<file path="config.mk">
export PLATFORM = sky130hd
export DESIGN_NAME = hazard_ctrl_flat
export DESIGN_NICKNAME = d
export VERILOG_FILES = /design/src/rtl/pipe_pkg.sv /design/src/rtl/hazard_ctrl_if.sv /design/src/rtl/hazard_detect.sv /design/src/rtl/hazard_ctrl.sv /design/src/flat_wrapper.sv
export SDC_FILE = /design/constraint.sdc
export NUM_CORES = 1
export LEC_CHECK = 0
export CORE_ASPECT_RATIO = 1.1
export CORE_MARGIN = 2
export CORE_UTILIZATION = 53
export CTS_BUF_LIST = sky130_fd_sc_hd__clkbuf_8
export CTS_CLUSTER_DIAMETER = 200
export DETAILED_ROUTE_END_ITERATION = 10
export HOLD_SLACK_MARGIN = 0.05
export PLACE_DENSITY = 0.91
export SYNTH_ARGS = -nofsm -noshare
export SYNTH_HDL_FRONTEND = slang
export SYNTH_SLANG_ARGS = --single-unit
export TNS_END_PERCENT = 50
</file>
<file path="constraint.sdc">
create_clock -name clk_i -period 2.8 [get_ports clk_i]
set_input_delay 0.28 -clock clk_i [delete_from_list [all_inputs] [get_ports clk_i]]
set_output_delay 0.28 -clock clk_i [all_outputs]
set_load 0.1 [all_outputs]
</file>
<file path="src/rtl/pipe_pkg.sv">
// Shared pipeline definitions: sequencer state encoding, control-field widths
// and the per-cycle action chosen by the hazard controller.
package pipe_pkg;

  typedef enum logic [1:0] {
    ST_RUN = 2'd0,
    ST_MUL = 2'd1,
    ST_MEM = 2'd2
  } state_t;

  typedef enum logic [1:0] {
    ACT_ADV,
    ACT_LU,
    ACT_MUL,
    ACT_FREEZE
  } act_t;

  localparam int WB_W     = 2;
  localparam int M_W      = 2;
  localparam int EX_W     = 4;
  localparam int MEM_READ = 0;
  localparam int REG_W    = 5;

  function automatic logic [15:0] sat_inc16(input logic [15:0] v);
    return (v == 16'hFFFF) ? v : v + 16'd1;
  endfunction

endpackage

</file>
<file path="src/rtl/hazard_ctrl_if.sv">
// Hazard sources from the pipeline and the register-control outputs back to it.
interface hazard_ctrl_if;

  logic                       idex_memread_i;
  logic [pipe_pkg::REG_W-1:0] idex_rt_i;
  logic [pipe_pkg::REG_W-1:0] ifid_rs_i;
  logic [pipe_pkg::REG_W-1:0] ifid_rt_i;
  logic                       ifid_uses_rt_i;
  logic                       branch_taken_i;
  logic                       jump_i;
  logic                       mul_valid_i;
  logic                       dmem_req_i;
  logic                       dmem_ack_i;

  logic pc_write_o;
  logic ifid_write_o;
  logic ifid_flush_o;
  logic idex_stall_o;
  logic exmem_stall_o;
  logic memwb_stall_o;
  logic idex_bubble_o;
  logic exmem_bubble_o;

  modport master (
    output idex_memread_i, idex_rt_i, ifid_rs_i, ifid_rt_i, ifid_uses_rt_i,
           branch_taken_i, jump_i, mul_valid_i, dmem_req_i, dmem_ack_i,
    input  pc_write_o, ifid_write_o, ifid_flush_o, idex_stall_o,
           exmem_stall_o, memwb_stall_o, idex_bubble_o, exmem_bubble_o
  );

  modport slave (
    input  idex_memread_i, idex_rt_i, ifid_rs_i, ifid_rt_i, ifid_uses_rt_i,
           branch_taken_i, jump_i, mul_valid_i, dmem_req_i, dmem_ack_i,
    output pc_write_o, ifid_write_o, ifid_flush_o, idex_stall_o,
           exmem_stall_o, memwb_stall_o, idex_bubble_o, exmem_bubble_o
  );

endinterface

</file>
<file path="src/rtl/hazard_detect.sv">
// Load-use comparator: the load in ID/EX writes a register the IF/ID
// instruction reads. Register 0 never creates a dependency.
module hazard_detect
  import pipe_pkg::*;
(
  input  logic             memread,
  input  logic [REG_W-1:0] idex_rt,
  input  logic [REG_W-1:0] ifid_rs,
  input  logic [REG_W-1:0] ifid_rt,
  input  logic             uses_rt,
  output logic             lu
);

  assign lu = memread && (idex_rt != '0) &&
              ((idex_rt == ifid_rs) || (uses_rt && (idex_rt == ifid_rt)));

endmodule

</file>
<file path="src/rtl/hazard_ctrl.sv">
// Pipeline sequencing controller: picks advance / load-use bubble / multiply
// hold / memory freeze each cycle and drives the pipeline register controls.
module hazard_ctrl
  import pipe_pkg::*;
#(
  parameter int MUL_LAT     = 4,
  parameter int MEM_TIMEOUT = 255
) (
  input  logic         clk_i,
  input  logic         rst_i,
  hazard_ctrl_if.slave hz,
  output logic [1:0]   state_o,
  output logic [15:0]  stall_cnt_o,
  output logic         err_o
);

  localparam logic        MUL_HOLDS = (MUL_LAT > 1);
  localparam logic [3:0]  MUL_INIT  = MUL_HOLDS ? 4'(MUL_LAT - 2) : 4'd0;
  localparam logic [15:0] TIMEOUT   = 16'(MEM_TIMEOUT);

  state_t      state, state_nxt;
  act_t        act;
  logic [3:0]  mul_cnt, mul_cnt_nxt;
  logic [15:0] mem_cnt, mem_cnt_nxt;
  logic        lu;

  hazard_detect u_detect (
    .memread (hz.idex_memread_i),
    .idex_rt (hz.idex_rt_i),
    .ifid_rs (hz.ifid_rs_i),
    .ifid_rt (hz.ifid_rt_i),
    .uses_rt (hz.ifid_uses_rt_i),
    .lu      (lu)
  );

  // Release cycles (multiply done, memory ack) fall through to the RUN-style
  // load-use check via the default action.
  always_comb begin
    // NOTE: every variable gets a default first so no path infers a latch.
    state_nxt   = state;
    mul_cnt_nxt = mul_cnt;
    mem_cnt_nxt = mem_cnt;
    act         = lu ? ACT_LU : ACT_ADV;
    case (state)
      ST_RUN: begin
        if (hz.dmem_req_i && !hz.dmem_ack_i) begin
          act         = ACT_FREEZE;
          state_nxt   = ST_MEM;
          mem_cnt_nxt = 16'd1;
        end else if (hz.mul_valid_i && MUL_HOLDS) begin
          act         = ACT_MUL;
          state_nxt   = ST_MUL;
          mul_cnt_nxt = MUL_INIT;
        end
      end
      ST_MUL: begin
        if (mul_cnt != 4'd0) begin
          act         = ACT_MUL;
          mul_cnt_nxt = mul_cnt - 4'd1;
        end else begin
          state_nxt = ST_RUN;
        end
      end
      ST_MEM: begin
        mem_cnt_nxt = sat_inc16(mem_cnt);
        if (!hz.dmem_ack_i) act = ACT_FREEZE;
        else                state_nxt = ST_RUN;
      end
      default: state_nxt = ST_RUN;
    endcase
  end

  always_comb begin
    hz.pc_write_o     = 1'b1;
    hz.ifid_write_o   = 1'b1;
    hz.idex_stall_o   = 1'b0;
    hz.exmem_stall_o  = 1'b0;
    hz.memwb_stall_o  = 1'b0;
    hz.idex_bubble_o  = 1'b0;
    hz.exmem_bubble_o = 1'b0;
    case (act)
      ACT_LU: begin
        hz.pc_write_o    = 1'b0;
        hz.ifid_write_o  = 1'b0;
        hz.idex_bubble_o = 1'b1;
      end
      ACT_MUL: begin
        hz.pc_write_o     = 1'b0;
        hz.ifid_write_o   = 1'b0;
        hz.idex_stall_o   = 1'b1;
        hz.exmem_bubble_o = 1'b1;
      end
      ACT_FREEZE: begin
        hz.pc_write_o    = 1'b0;
        hz.ifid_write_o  = 1'b0;
        hz.idex_stall_o  = 1'b1;
        hz.exmem_stall_o = 1'b1;
        hz.memwb_stall_o = 1'b1;
      end
      default: ;
    endcase
    // A redirect seen while the front end holds is re-evaluated next cycle.
    hz.ifid_flush_o = (hz.branch_taken_i | hz.jump_i) & hz.pc_write_o;
    if (!rst_i) begin
      hz.pc_write_o     = 1'b0;
      hz.ifid_write_o   = 1'b0;
      hz.ifid_flush_o   = 1'b1;
      hz.idex_stall_o   = 1'b0;
      hz.exmem_stall_o  = 1'b0;
      hz.memwb_stall_o  = 1'b0;
      hz.idex_bubble_o  = 1'b1;
      hz.exmem_bubble_o = 1'b1;
    end
  end

  // NOTE: sequential state uses non-blocking assignments only.
  always_ff @(posedge clk_i) begin
    if (!rst_i) begin
      state       <= ST_RUN;
      mul_cnt     <= 4'd0;
      mem_cnt     <= 16'd0;
      stall_cnt_o <= 16'd0;
      err_o       <= 1'b0;
    end else begin
      state   <= state_nxt;
      mul_cnt <= mul_cnt_nxt;
      mem_cnt <= mem_cnt_nxt;
      if (!hz.pc_write_o) stall_cnt_o <= sat_inc16(stall_cnt_o);
      if (mem_cnt_nxt == TIMEOUT) err_o <= 1'b1;
    end
  end

  assign state_o = state;

endmodule

</file>
<file path="src/flat_wrapper.sv">
// flat-port wrapper written by rule: the top's interface ports become plain ports
module hazard_ctrl_flat import pipe_pkg::*;
#(
  parameter int MUL_LAT     = 4,
  parameter int MEM_TIMEOUT = 255
)
  (clk_i, rst_i, state_o, stall_cnt_o, err_o, hz_idex_memread_i, hz_idex_rt_i, hz_ifid_rs_i, hz_ifid_rt_i, hz_ifid_uses_rt_i, hz_branch_taken_i, hz_jump_i, hz_mul_valid_i, hz_dmem_req_i, hz_dmem_ack_i, hz_pc_write_o, hz_ifid_write_o, hz_ifid_flush_o, hz_idex_stall_o, hz_exmem_stall_o, hz_memwb_stall_o, hz_idex_bubble_o, hz_exmem_bubble_o);
  hazard_ctrl_if hz_i ();
  input  logic clk_i;
  input  logic rst_i;
  output logic [1:0] state_o;
  output logic [15:0] stall_cnt_o;
  output logic err_o;
  input wire logic [$bits(hz_i.idex_memread_i)-1:0] hz_idex_memread_i;
  input wire logic [$bits(hz_i.idex_rt_i)-1:0] hz_idex_rt_i;
  input wire logic [$bits(hz_i.ifid_rs_i)-1:0] hz_ifid_rs_i;
  input wire logic [$bits(hz_i.ifid_rt_i)-1:0] hz_ifid_rt_i;
  input wire logic [$bits(hz_i.ifid_uses_rt_i)-1:0] hz_ifid_uses_rt_i;
  input wire logic [$bits(hz_i.branch_taken_i)-1:0] hz_branch_taken_i;
  input wire logic [$bits(hz_i.jump_i)-1:0] hz_jump_i;
  input wire logic [$bits(hz_i.mul_valid_i)-1:0] hz_mul_valid_i;
  input wire logic [$bits(hz_i.dmem_req_i)-1:0] hz_dmem_req_i;
  input wire logic [$bits(hz_i.dmem_ack_i)-1:0] hz_dmem_ack_i;
  output wire logic [$bits(hz_i.pc_write_o)-1:0] hz_pc_write_o;
  output wire logic [$bits(hz_i.ifid_write_o)-1:0] hz_ifid_write_o;
  output wire logic [$bits(hz_i.ifid_flush_o)-1:0] hz_ifid_flush_o;
  output wire logic [$bits(hz_i.idex_stall_o)-1:0] hz_idex_stall_o;
  output wire logic [$bits(hz_i.exmem_stall_o)-1:0] hz_exmem_stall_o;
  output wire logic [$bits(hz_i.memwb_stall_o)-1:0] hz_memwb_stall_o;
  output wire logic [$bits(hz_i.idex_bubble_o)-1:0] hz_idex_bubble_o;
  output wire logic [$bits(hz_i.exmem_bubble_o)-1:0] hz_exmem_bubble_o;
  assign hz_i.idex_memread_i = hz_idex_memread_i;
  assign hz_i.idex_rt_i = hz_idex_rt_i;
  assign hz_i.ifid_rs_i = hz_ifid_rs_i;
  assign hz_i.ifid_rt_i = hz_ifid_rt_i;
  assign hz_i.ifid_uses_rt_i = hz_ifid_uses_rt_i;
  assign hz_i.branch_taken_i = hz_branch_taken_i;
  assign hz_i.jump_i = hz_jump_i;
  assign hz_i.mul_valid_i = hz_mul_valid_i;
  assign hz_i.dmem_req_i = hz_dmem_req_i;
  assign hz_i.dmem_ack_i = hz_dmem_ack_i;
  assign hz_pc_write_o = hz_i.pc_write_o;
  assign hz_ifid_write_o = hz_i.ifid_write_o;
  assign hz_ifid_flush_o = hz_i.ifid_flush_o;
  assign hz_idex_stall_o = hz_i.idex_stall_o;
  assign hz_exmem_stall_o = hz_i.exmem_stall_o;
  assign hz_memwb_stall_o = hz_i.memwb_stall_o;
  assign hz_idex_bubble_o = hz_i.idex_bubble_o;
  assign hz_exmem_bubble_o = hz_i.exmem_bubble_o;
  hazard_ctrl #(.MUL_LAT(MUL_LAT), .MEM_TIMEOUT(MEM_TIMEOUT)) u_core (.clk_i(clk_i), .rst_i(rst_i), .hz(hz_i), .state_o(state_o), .stall_cnt_o(stall_cnt_o), .err_o(err_o));
endmodule
</file>
==> reports/qor.txt <==
outcome = completed
post-DR wirelength/cell = 15.6 um
total power = 0.00148 W
maximum VDD drop = 0.000313 V
drt via density = 6.09
slowest cell on the critical path = or4_1
r2r endpoint = u_core.err_o
average size of a mapped cell = 8.13 um^2
syn nets = 316
RSZ-0062 raised after global routing = false
vias = 2394
P_int = 0.000983 W
fin util = 71.4%
Site Rows = 25
clock insertion delay at the later pin of the skew report = 300 ps
Max Cap Viol = 0
1st-iter DRT viols = 178
Final TNS setup = 0 ps
r2r setup slk = 140 ps
# hold bufs at CTS = 0
Hold Path Stages = 2
crit path kind = reg -> reg
I/O Buffers = 50
CP endpoint kind = flip-flop
final estimated routing congestion in global placement = 0.894
startpoint class of the critical path = flip-flop
Worst Max-Slew Pin Slew = 495 ps
number of nets with antenna violations after routing = 0
vias in the first global route = 2263
synth-to-layout area growth = 30.3%
Switching Share = 33.5%
H-tree depth = 2
Clk pwr share = 32.2%
routed wire length = 6140 um
Inst Count DP = 385
drt drc = 0
total global-route track usage = 27.6%
Min-Delay Path Class = reg -> reg
Worst Hold Path EP = u_core.stall_cnt_o[8]
fin area = 3060 um^2
# Post-CTS Setup Buffers = 0
Final #Nets = 365
cts bufs inserted = 5
clock slew at reported path FFs = 80 ps
Seq/Total Area, Yosys = 33.2%
Synth Cell Area = 2350 um^2
TritonCTS clock tree = done
Pwr per Cell Area = 483 nW/um^2
Post-DP Area = 2950 um^2
synthesized flop and latch total = 39
Synth Flop Type = dfxtp_1
initial antenna violation count = 0
Req. time, crit path = 3040 ps
# fillers = 287
post-layout minimum cycle time = 2660 ps
Clk Tree Root Cell = clkbuf_8
global-route wire length before repair = 10500 um
CP arrival = 2900 ps
io pins = 51
crit path cell chain = and4_1 -> nand4_4 -> o21ai_2 -> a31oi_1 -> or4_1 -> nor4b_2 -> a32o_1
Slew Limit Fails = 0
die area = 4980 um^2
Leakage = 1.13 nW
die height = 73.8 um
Hold Violations, Final = 0
global route overflow = 0
period utilization = 94.9%
total core area = 4290 um^2
Flop pwr share = 40.5%
Crit Path Max Fanout = 13
Final Skew = 10.7 ps
fmax = 0.376 GHz
worst hold start = u_core.stall_cnt_o[8]
Synth cell types = 58
Pre-antenna DRT Iters = 5
DIE WIDTH = 67.5 um
slowest stage delay, CP = 560 ps
Initial Utilization = 54.8%
Sw Pwr = 0.000494 W
Final HPWL DP = 4460 um
clk sink count = 39
Post-synth EDFFs = 0
cts repair resizes = 0
Comb pwr share = 27.3%
Worst slew margin = 66.8%
Mapped Cells = 289
YS warnings = 0
fin cells = 393
Reg2Reg Depth = 7
Max Root-Sink Buffers = 2
most frequent cells in the layout = 37 x nor2_1, 37 x dfxtp_1, 28 x nand2_1
ANT cells = 0
Async S/R FF share, synth = 0%
R2R Path Start = u_core.mem_cnt[8]
share of cells above drive strength 1 = 19.8%
final setup vio count = 0
largest net degree at the start of global routing = 29
==> worst max-delay path by stage <==
stage	from	endpoint	slack, ps	cells after the start
2_1_floorplan	u_core.state_o[0]	hz_exmem_bubble_o	50	4
3_3_place_gp	hz_idex_rt_i[4]	u_core.stall_cnt_o[13]	200	9
3_5_place_dp	hz_idex_rt_i[1]	u_core.stall_cnt_o[12]	70	10
4_1_cts	u_core.mem_cnt[0]	u_core.err_o	170	8
5_1_grt	u_core.mem_cnt[8]	u_core.err_o	20	7
6_report	u_core.mem_cnt[8]	u_core.err_o	140	7
==> cells in the mapped netlist, types with 4 or more instances <==
cell type | count | area [um^2]
and2_1 | 4 | 25.0
clkbuf_1 | 6 | 22.5
a31oi_1 | 6 | 37.5
nand4_1 | 4 | 25.0
nor4b_2 | 4 | 60.1
dfxtp_1 | 39 | 781
nor2_1 | 38 | 143
and3_1 | 6 | 37.5
o21ai_0 | 7 | 35.0
a21oi_1 | 13 | 65.1
nor3b_1 | 4 | 30.0
nand3_1 | 16 | 80.1
xnor2_1 | 14 | 123
nand2_1 | 28 | 105
nor3_1 | 12 | 60.1
o31ai_1 | 5 | 37.5
and4_1 | 4 | 35.0
inv_1 | 5 | 18.8
nand2b_1 | 7 | 43.8
nor4_1 | 4 | 25.0
xor2_1 | 8 | 70.1
or4_1 | 4 | 30.0
==> registers in the layout (all words and copies together), names as in the netlist <==
register	cells
u_core.state_o	2
u_core.stall_cnt_o	16
u_core.err_o	1
u_core.mem_cnt	16
u_core.mul_cnt	4
==> kinds of logic after synthesis <==
kind of cell,synth area share [%]
compound gates,14.2
xor+xnor,8.20
fa+ha+maj,1.60
buf+inv,5.11
flops,33.2
mux,1.76
simple gates,35.9
==> power groups by stage <==
stage | sequential (W) | clock [W] | combinational, W
after detailed placement | 0.000611 | 0 | 0.000399
final | 0.000599 | 0.000475 | 0.000403
after CTS | 0.000598 | 0.000485 | 0.000403
after floorplan | 0.000665 | 0 | 0.000212
after global placement | 0.000610 | 0 | 0.000392
after global routing | 0.000601 | 0.000508 | 0.000429
==> final cells by class <==
cell class / instances / area [um^2] / share of cell area (%)
clock buffer: 5 / 68.8 / 2.25
clock inverter: 3 / 43.8 / 1.43
inverter: 6 / 22.5 / 0.736
multi-input combinational: 228 / 1480 / 48.4
sequential: 39 / 783 / 25.6
tap: 54 / 67.6 / 2.21
timing repair buffer: 58 / 593 / 19.4
==> stage by stage <==
stage / setup WS, ps / hold slack (ps)
floorplan: 51.5 / 351
global placement: 200 / 474
finish: 143 / 497
detailed placement: 74.5 / 489
CTS: 170 / 497
global route: 18.8 / 514
==> critical path, delay by kind of cell, from the launching register on <==
family          cells  cell delay, ps
compound gates      3             560
simple gates        4            1590
flops               1             450
==> routing by layer <==
layer,part of all wire [%],track usage [%],up-vias
met2,51,47.5,97
li1,-,-,1151
met3,6.0,7.96,20
met5,0,0,-
met1,40,31.5,1126
met4,2.7,11.1,0
No activity file was read; power rests on OpenSTA's default activity.
